==> config.mk <==
export PLATFORM = sky130hd
export DESIGN_NAME = output_port_allocator
export DESIGN_NICKNAME = d
export VERILOG_FILES = /design/src/rtl/output_port_allocator.sv
export SDC_FILE = /design/constraint.sdc
export NUM_CORES = 1
export LEC_CHECK = 0
export CAP_MARGIN = 25
export CORE_MARGIN = 2
export CORE_UTILIZATION = 54
export CTS_CLUSTER_SIZE = 12
export DETAILED_ROUTE_END_ITERATION = 8
export PLACE_DENSITY = 0.75
export SYNTH_ARGS = -nofsm -noshare
export SYNTH_HDL_FRONTEND = slang
export SYNTH_SLANG_ARGS = --single-unit
==> constraint.sdc <==
create_clock -name clk -period 3.95 [get_ports clk]
set_input_delay 0.9875 -clock clk [delete_from_list [all_inputs] [get_ports clk]]
set_output_delay 0.9875 -clock clk [all_outputs]
set_load 0.005 [all_outputs]
==> src/rtl/output_port_allocator.sv <==
// Wormhole output-port allocator: round-robin pick among N,E,W,S,L requesters,
// grant held until the packet's tail flit, gated by a local downstream credit count.
module output_port_allocator #(
    parameter int unsigned CREDIT_MAX = 3,
    parameter int unsigned CNT_W      = 2
) (
    input  logic             clk,
    input  logic             reset,
    input  logic [4:0]       req,
    input  logic [4:0]       tail,
    input  logic             credit_in,
    output logic [4:0]       grant,
    output logic             flit_valid,
    output logic [CNT_W-1:0] credit_cnt,
    output logic             busy,
    output logic [2:0]       owner,
    output logic             credit_err
);

    localparam int unsigned N_IN = 5;
    localparam logic [CNT_W-1:0] CNT_MAX = CNT_W'(CREDIT_MAX);
    localparam logic [CNT_W-1:0] CNT_ONE = CNT_W'(1);
    localparam logic [2:0]       PTR_RST = 3'(N_IN - 1);

    typedef enum logic {IDLE, LOCKED} state_t;

    state_t     state_q, state_n;
    logic [2:0] owner_q, owner_n;
    logic [2:0] rr_q, rr_n;
    logic [4:0] others;

    // First set bit of mask scanning ptr+1, ptr+2, ... modulo N_IN.
    function automatic logic [2:0] rr_pick(input logic [4:0] mask, input logic [2:0] ptr);
        logic [2:0]  sel;
        logic        found;
        int unsigned idx;
        logic [2:0]  idx3;
        sel   = 3'd0;
        found = 1'b0;
        for (int unsigned k = 1; k <= N_IN; k++) begin
            idx = 32'(ptr) + k;
            if (idx >= N_IN) idx = idx - N_IN;
            idx3 = 3'(idx);
            if (!found && mask[idx3]) begin
                sel   = idx3;
                found = 1'b1;
            end
        end
        return sel;
    endfunction

    // State, owner and round-robin pointer registers.
    always_ff @(posedge clk) begin
        if (!reset) begin
            state_q <= IDLE;
            owner_q <= 3'd0;
            rr_q    <= PTR_RST;
        end else begin
            state_q <= state_n;
            owner_q <= owner_n;
            rr_q    <= rr_n;
        end
    end

    // Next-state and grant logic; depends only on registered state, req, tail and credit count.
    always_comb begin
        state_n = state_q;
        owner_n = owner_q;
        rr_n    = rr_q;
        grant   = 5'd0;
        others  = req & ~(5'd1 << owner_q);
        case (state_q)
            IDLE: begin
                if (req != 5'd0) begin
                    state_n = LOCKED;
                    owner_n = rr_pick(req, rr_q);
                end
            end
            LOCKED: begin
                if (req[owner_q] && (credit_cnt != '0)) begin
                    grant[owner_q] = 1'b1;
                    if (tail[owner_q]) begin
                        rr_n = owner_q;
                        // Back-to-back handoff avoids an idle bubble between packets.
                        if (others != 5'd0) begin
                            owner_n = rr_pick(others, owner_q);
                        end else begin
                            state_n = IDLE;
                            owner_n = 3'd0;
                        end
                    end
                end
            end
            default: begin
                state_n = IDLE;
                owner_n = 3'd0;
            end
        endcase
    end

    assign flit_valid = |grant;
    assign busy       = (state_q == LOCKED);
    assign owner      = owner_q;

    // Downstream credit counter; saturates at CREDIT_MAX and flags overflow stickily.
    always_ff @(posedge clk) begin
        if (!reset) begin
            credit_cnt <= CNT_MAX;
            credit_err <= 1'b0;
        end else if (credit_in && !flit_valid) begin
            if (credit_cnt == CNT_MAX) credit_err <= 1'b1;
            else                       credit_cnt <= credit_cnt + CNT_ONE;
        end else if (!credit_in && flit_valid) begin
            credit_cnt <= credit_cnt - CNT_ONE;
        end
    end

endmodule

; Word level (Yosys, flattened, before mapping)
; Cells that the tools add are included.
[totals]
reg_bits = 10
latch_bits = 0
mem_bits_rw = 0
mem_bits_ro = 0
input_bits = 13
out_inout_bits = 13
wordCells = 212
memories = 0
[op_classes]
n_addsub = 22
mul = 0
div = 0
magnitude_cmp = 22
eq_ne = 5
shifts = 1
muxes = 123
bitwise_logic = 3
reduce_logical = 31
[ops]
columns = op, n
row1 = $mux 3, 54
row2 = $mux 1, 49
row3 = $lt 3x4->1 const B, 11
row4 = $ge 4x3->1 const B, 10
row5 = $bmux 1 s3, 12
row6 = $sub 3x3->3 const B, 10
row7 = $add 3x2->4 const B, 4
row8 = $add 3x3->4 const B, 4
row9 = $logic_and 1x1->1, 12
row10 = $logic_not 1->1, 10
row11 = $mux 5, 2
row12 = $reduce_bool 5->1, 2
row13 = $add 3x1->4 const B, 2
row14 = $mux 2, 3
row15 = $pmux 3 s2, 1
row16 = $reduce_and 3->1, 2
row17 = $and 5x5->5, 1
row18 = $not 5->5, 1
row19 = $reduce_or 5->1, 1
row20 = $shl 1x3->5 const A, 1
row21 = $ne 2x1->1 const B, 2
row22 = $ne 2x2->1 const B, 2
row23 = $reduce_and 2->1, 2
row24 = $reduce_bool 2->1, 2
row25 = 7 further kinds, 7

; Longest topological paths before layout
[depth]
ltp_word = 43
depth_mapped = 15
ltp_nobuf = 13

; Least setup slack after synthesis
; Ideal clock, no wire load.
[synth_path]
path_type = reg2reg
start = reg owner_q[0] (netlist: owner[0])
end = reg owner_q[1] (netlist: owner[1])
setup_ps = 70
arrival_ps = 3632
t_required_ps = 3880
setup_slack_ps = 248
stages_incl_launch_ff = 15
n_path_buf = 2
period_less_slack_ps = 3702
cell_sequence = dfxtp_1 -> buf_2 -> inv_1 -> clkbuf_1 -> ha_1 -> inv_1 -> fa_1 -> a211o_1 -> a21boi_1 -> mux2i_1 -> a211o_1 -> nand4b_1 -> a2111o_1 -> o32a_1 -> o2bb2ai_1
[synth_via]
elab_chain_len = 42
word_cells_on_any_way = 99
cone_classes = 10 x add/sub / 5 x order compare / 2 x eq/ne / 1 x shift / 68 x mux / 2 x bitwise / 11 x reduce/logical
[synth_rtl]
columns = element, line_no
row1 = start: declaration, 28  ; logic [2:0] owner_q, owner_n;
row2 = start signal: assignment, 60  ; owner_q <= owner_n;
row3 = $add 3x1->4, 41  ; idx = 32'(ptr) + k;
row4 = $ge 4x3->1 or $sub 3x3->3 (tied branches), 42  ; if (idx >= N_IN) idx = idx - N_IN;
row5 = $mux 3, 42
row6 = $mux 3, 85  ; if (others != 5'd0) begin
row7 = $mux 3, 82  ; if (tail[owner_q]) begin
row8 = $mux 3, 80  ; if (req[owner_q] && (credit_cnt != '0)) begin
row9 = $mux 3, 72  ; case (state_q)
row10 = $bmux 1 s3, 44  ; if (!found && mask[idx3]) begin
row11 = (+26 left out), -
row12 = $mux 1, 72
row13 = $logic_not 1->1, 44
row14 = $logic_and 1x1->1, 44
row15 = $mux 3, 44
row16 = $mux 3, 85
row17 = $mux 3, 82
row18 = $mux 3, 80
row19 = $pmux 3 s2, 72
; Several ways; a longest one is shown, not always the timed one. The select of a mux whose other input is x is not followed.
; A chain may end at the register's enable or synchronous reset.

; Worst setup path in the final report
[layout_path]
start = in req[2]
end = out flit_valid
[layout_via]
elab_chain_len = 6
[layout_rtl]
columns = element, line_no
row1 = start: declaration, 9  ; input logic [4:0] req,
row2 = $bmux 1 s3, 80
row3 = $mux 1 (implied by the code), 80
row4 = $logic_and 1x1->1, 80
row5 = $mux 5, 80
row6 = $mux 5, 72
row7 = $reduce_or 5->1, 101  ; assign flit_valid = |grant;
row8 = end: declaration, 13  ; output logic flit_valid,
; No other way between the ends. The select of a mux whose other input is x is not followed.

==> run summary <==
The run finished with clean final reports. The worst path uses 97.7% of the clock period. The tools report the relative contribution of the clock network to total power as 6.6%. Entering global routing, the biggest net connects 29 pins. The relative slew slack is 63.2%. After synthesis, flip-flops and latches occupy 7.55% of the total area.

The root cell of the clock tree was sky130_fd_sc_hd__clkbuf_8. The number of synthesized register bits was 10; the synthesized netlist net count was 394. The leading area contributor after synthesis was sky130_fd_sc_hd__ha_1. The wire length of the first global-routing pass is 12.6 mm. The chip height was 74.1 µm.

The post-placement cell count came out at 445. The pre-CTS setup slack is -10.1 ps, and the effective utilization at floorplan is 56.1%. In this run switching power makes up 51.7% of total power.

The source of the worst hold timing path is credit_err$_SDFFE_PN0P_. The number of clock buffers added by TritonCTS is 3. The sequential cells in the finished layout cover a total of 200 µm². The floorplan step defined a die boundary enclosing 5490 µm². On the critical path the largest part of the delay comes from buffers and inverters. For this run, the detailed router's first-pass iteration total came to 5.

The worst stage delay on the critical path was 510 ps; the setup fix buffers added after clock tree synthesis was 0. The slew of the pin with the lowest slew margin works out to 552 ps. The max-slew violation count was 0. Combinational logic is responsible for 85.6% of the overall power. The total area inside the core boundary comes to 4720 µm². The count of final hold-check violations is 0, and the share of post-route cells with drive strength above 1 is 12.0%. The element type at the critical path start was an input port. The type of the tightest min-delay check was register to register. The worst path in the final design needs a cycle of 3860 ps, including I/O delays and setup. For the setup TNS after final layout, the log shows 0 ps. The logs give 0 for the final antenna diode count and 2330 µm² for the area of the multi-input gates. The logs give 2,879 for the total via count after detailed routing and 2960 ps for the data required time at the worst endpoint.

The worst setup path is captured at an output port. The share of synthesized registers carrying an async set or reset is 0%. For the setup slack on the worst flop-to-flop path, the log shows 300 ps. After filler insertion, the fill cell instance count of the layout stands at 418. The relative area change from synthesis to final layout was 17.2%. Traced cell by cell, the critical path runs through clkdlybuf4s50_1 > mux4_2 > o21ai_4 > nor2_2 > a21oi_2 > inv_1 > clkdlybuf4s50_1. On the critical path, the stage with the largest delay is an instance of sky130_fd_sc_hd__mux4_2. The clock insertion delay at the later pin of the skew report is 240 ps. Across the run, the number of max-cap violations was 0. Along the worst hold path, the cell count comes to 2.

The worst setup margin was 90.3 ps; the part of the total power dissipated in sequential elements was 7.8%. The number of H-tree branching levels is 1, and the overall track demand over capacity in global routing is 29.0%. The critical path contains buffers and inverters numbering 3 combined. For the hold buffer count at cts, the log shows 0.

The run gives 0 as the DRC violation count after routing. The library cell appearing most often on the critical path was sky130_fd_sc_hd__clkdlybuf4s50_1. Via count normalized by instance count: 6.41. The post-layout instance area came out at 3110 µm². The average wire length per cell after detail routing works out to 16.7 µm. Yosys printed 0 warnings. The DRC marker count from the first detailed-route iteration is 301. The most common flop cell mapped by yosys was sky130_fd_sc_hd__dfxtp_1.

Summed over all cells, the static leakage comes to 1.33 nW. Yosys mapped a number of flops with a built-in enable equal to 0. The number of endpoints failing setup at the final stage is 0. The HPWL after detailed placement is 5.65 mm. In this run the core area contains 25 standard-cell rows. In this run the cell area measured after placement is 3030 µm². The worst setup path is of the input port to output port kind.

In this run the critical register-to-register path is launched from rr_q[1]$_SDFFE_PN0P_. VDD sags by at most 318 µV. Setup repair after global routing left no endpoint under its margin. Once detail routing completed, the nets flagged for antenna violations numbered 0.

For the worst hold slack across all endpoints, the log shows 481 ps. For the initial antenna violation count, the log shows 0. For this run the aggregate overflow at the end of global routing stands at 0. The portion of synthesized cell area occupied by the leading cell type was 10.9%. Of all nets on the critical path, the largest fanout is 4.

The tools report the reg-to-reg endpoint as owner[0]$_SDFFE_PN0P_. The achievable clock frequency is 259 MHz. Yosys attributes the largest share of cell area to sky130_fd_sc_hd__ha_1, sky130_fd_sc_hd__dfxtp_1, sky130_fd_sc_hd__mux4_2. The final estimated routing congestion in global placement is 0.892, and the width of the die is 74.1 µm. The clock arrives with 2.55 ps of skew. The synthesized area per cell came out at 7.45 µm². TritonCTS built the clock tree. The number of clock sinks seen by CTS is 10. Counting cells, the worst reg-to-reg path comes to 11.

The clock transition at the registers of the reported paths was 50 ps. The count of buffers added on input and output ports is 25. The arrival time of data at the critical path endpoint was 2870 ps; the number of library cell types mapped by synthesis was 70.

For this design the ratio of total power to cell area is 641 nW/µm². For the layout net count, the log shows 421. In this run the count of I/O pins placed on the die edge is 26. The via count of the first global-routing pass was 2,687. The internal power of the cells totals 963 µW. In this run the power spent charging and discharging nets is 1.03 mW.

After detailed routing, the total wire length is 7.48 mm. The post-synthesis instance total is 356, and the cell area after synthesis is 2650 µm². The endpoint of the worst hold-timing path is credit_err$_SDFFE_PN0P_. Excluding fillers, the count of instances in the completed layout stands at 449. The tools report the maximum buffer depth of the clock tree as 2.
==> synthesized netlist by cell type (3+ instances only) <==
master / count
sky130_fd_sc_hd__nor2_1: 33
sky130_fd_sc_hd__nand2_1: 25
sky130_fd_sc_hd__ha_1: 23
sky130_fd_sc_hd__inv_1: 17
sky130_fd_sc_hd__o21ai_0: 17
sky130_fd_sc_hd__a21oi_1: 16
sky130_fd_sc_hd__mux2i_1: 13
sky130_fd_sc_hd__nand3_1: 13
sky130_fd_sc_hd__nand2b_1: 12
sky130_fd_sc_hd__clkbuf_1: 10
sky130_fd_sc_hd__dfxtp_1: 10
sky130_fd_sc_hd__nor3_1: 9
sky130_fd_sc_hd__xnor2_1: 9
sky130_fd_sc_hd__and2_1: 8
sky130_fd_sc_hd__nor2b_1: 8
sky130_fd_sc_hd__mux4_2: 7
sky130_fd_sc_hd__nand4_1: 7
sky130_fd_sc_hd__o211ai_1: 7
sky130_fd_sc_hd__a21o_1: 6
sky130_fd_sc_hd__and3_1: 6
sky130_fd_sc_hd__a211o_1: 5
sky130_fd_sc_hd__buf_1: 5
sky130_fd_sc_hd__or2_2: 5
sky130_fd_sc_hd__a31oi_1: 4
sky130_fd_sc_hd__mux2_2: 4
sky130_fd_sc_hd__o21a_1: 4
sky130_fd_sc_hd__o31ai_1: 4
sky130_fd_sc_hd__or3_1: 4
sky130_fd_sc_hd__a2111o_1: 3
sky130_fd_sc_hd__a221o_1: 3
sky130_fd_sc_hd__buf_2: 3
sky130_fd_sc_hd__nor3b_1: 3
sky130_fd_sc_hd__o211a_1: 3
==> layer usage <==
| metal | up-vias | global-route usage (%) | share of wire (%) |
|---|---|---|---|
| li1 | 1389 | - | - |
| met1 | 1358 | 41.2 | 46 |
| met2 | 117 | 47.7 | 45 |
| met3 | 15 | 2.44 | 7.0 |
| met4 | 0 | 6.87 | 1.9 |
| met5 | - | 0 | 0 |
==> logic make-up (layout without fill, tap and decap cells) <==
family	Yosys count	in the layout	share of synthesized area, %
buf+inv	36	62	5.24
compound gates	107	107	30.1
simple gates	143	143	28.6
flops	10	10	7.55
xor+xnor	11	11	3.63
mux	24	24	12.6
fa+ha+maj	25	25	12.4
==> power by group through the flow <==
| stage | combinational (mW) | sequential (mW) | clock, mW |
|---|---|---|---|
| global route | 1.87 | 0.160 | 0.138 |
| detailed placement | 1.65 | 0.155 | 0 |
| global placement | 1.63 | 0.155 | 0 |
| floorplan | 1.26 | 0.154 | 0 |
| CTS | 1.66 | 0.154 | 0.134 |
| finish | 1.70 | 0.156 | 0.132 |
==> registers in the layout, indices dropped and copies added (netlist names) <==
register    count
owner           3
busy            1
credit_err      1
rr_q            3
credit_cnt      2
==> tightest hold or removal path, delay by kind of cell (launching register included) <==
kind	cells	cell delay, ps
flops	1	330
compound gates	1	50
simple gates	1	70
==> through the flow <==
stage | total power [mW] | utilization [%]
5_1_grt | 2.17 | 65.8
2_1_floorplan | 1.42 | -
3_5_place_dp | 1.81 | 64.1
4_1_cts | 1.95 | 65.3
6_report | 1.99 | 65.8
3_3_place_gp | 1.78 | 64.1
==> repair_timing <==
action,in CTS,in global routing
resized for setup,1,6
pin swaps,0,1
endpoints found under the setup margin,3,3
==> layout make-up <==
class / instances / area share [%]
multi-input combinational: 310 / 75.0
timing repair buffer: 40 / 11.9
sequential: 10 / 6.44
tap: 67 / 2.70
inverter: 18 / 2.17
clock buffer: 4 / 1.77
==> layout by cell type, fill, tap and decap left out, types with 8 or more instances in the layout <==
cell type,count
sky130_fd_sc_hd__nand3_1,13
sky130_fd_sc_hd__ha_1,23
sky130_fd_sc_hd__nand2b_1,12
sky130_fd_sc_hd__o21ai_0,17
sky130_fd_sc_hd__nor2b_1,8
sky130_fd_sc_hd__inv_1,17
sky130_fd_sc_hd__and2_1,8
sky130_fd_sc_hd__nor3_1,9
sky130_fd_sc_hd__clkdlybuf4s50_1,22
sky130_fd_sc_hd__mux2i_1,13
sky130_fd_sc_hd__buf_4,15
sky130_fd_sc_hd__nor2_1,32
sky130_fd_sc_hd__a21oi_1,15
sky130_fd_sc_hd__dfxtp_1,10
sky130_fd_sc_hd__xnor2_1,9
sky130_fd_sc_hd__nand2_1,25
==> worst max-delay path by stage <==
stage / end / slack [ps] / depth (start not counted) / startpoint
finish: flit_valid / 90 / 7 / req[2]
global route: flit_valid / 5 / 7 / req[2]
CTS: flit_valid / 60 / 7 / req[2]
detailed placement: flit_valid / -10 / 7 / req[2]
global placement: flit_valid / 7 / 7 / req[2]
floorplan: owner[1]$_SDFFE_PN0P_ / 250 / 14 / owner[0]$_SDFFE_PN0P_
Power figures use the tool's default switching activity.
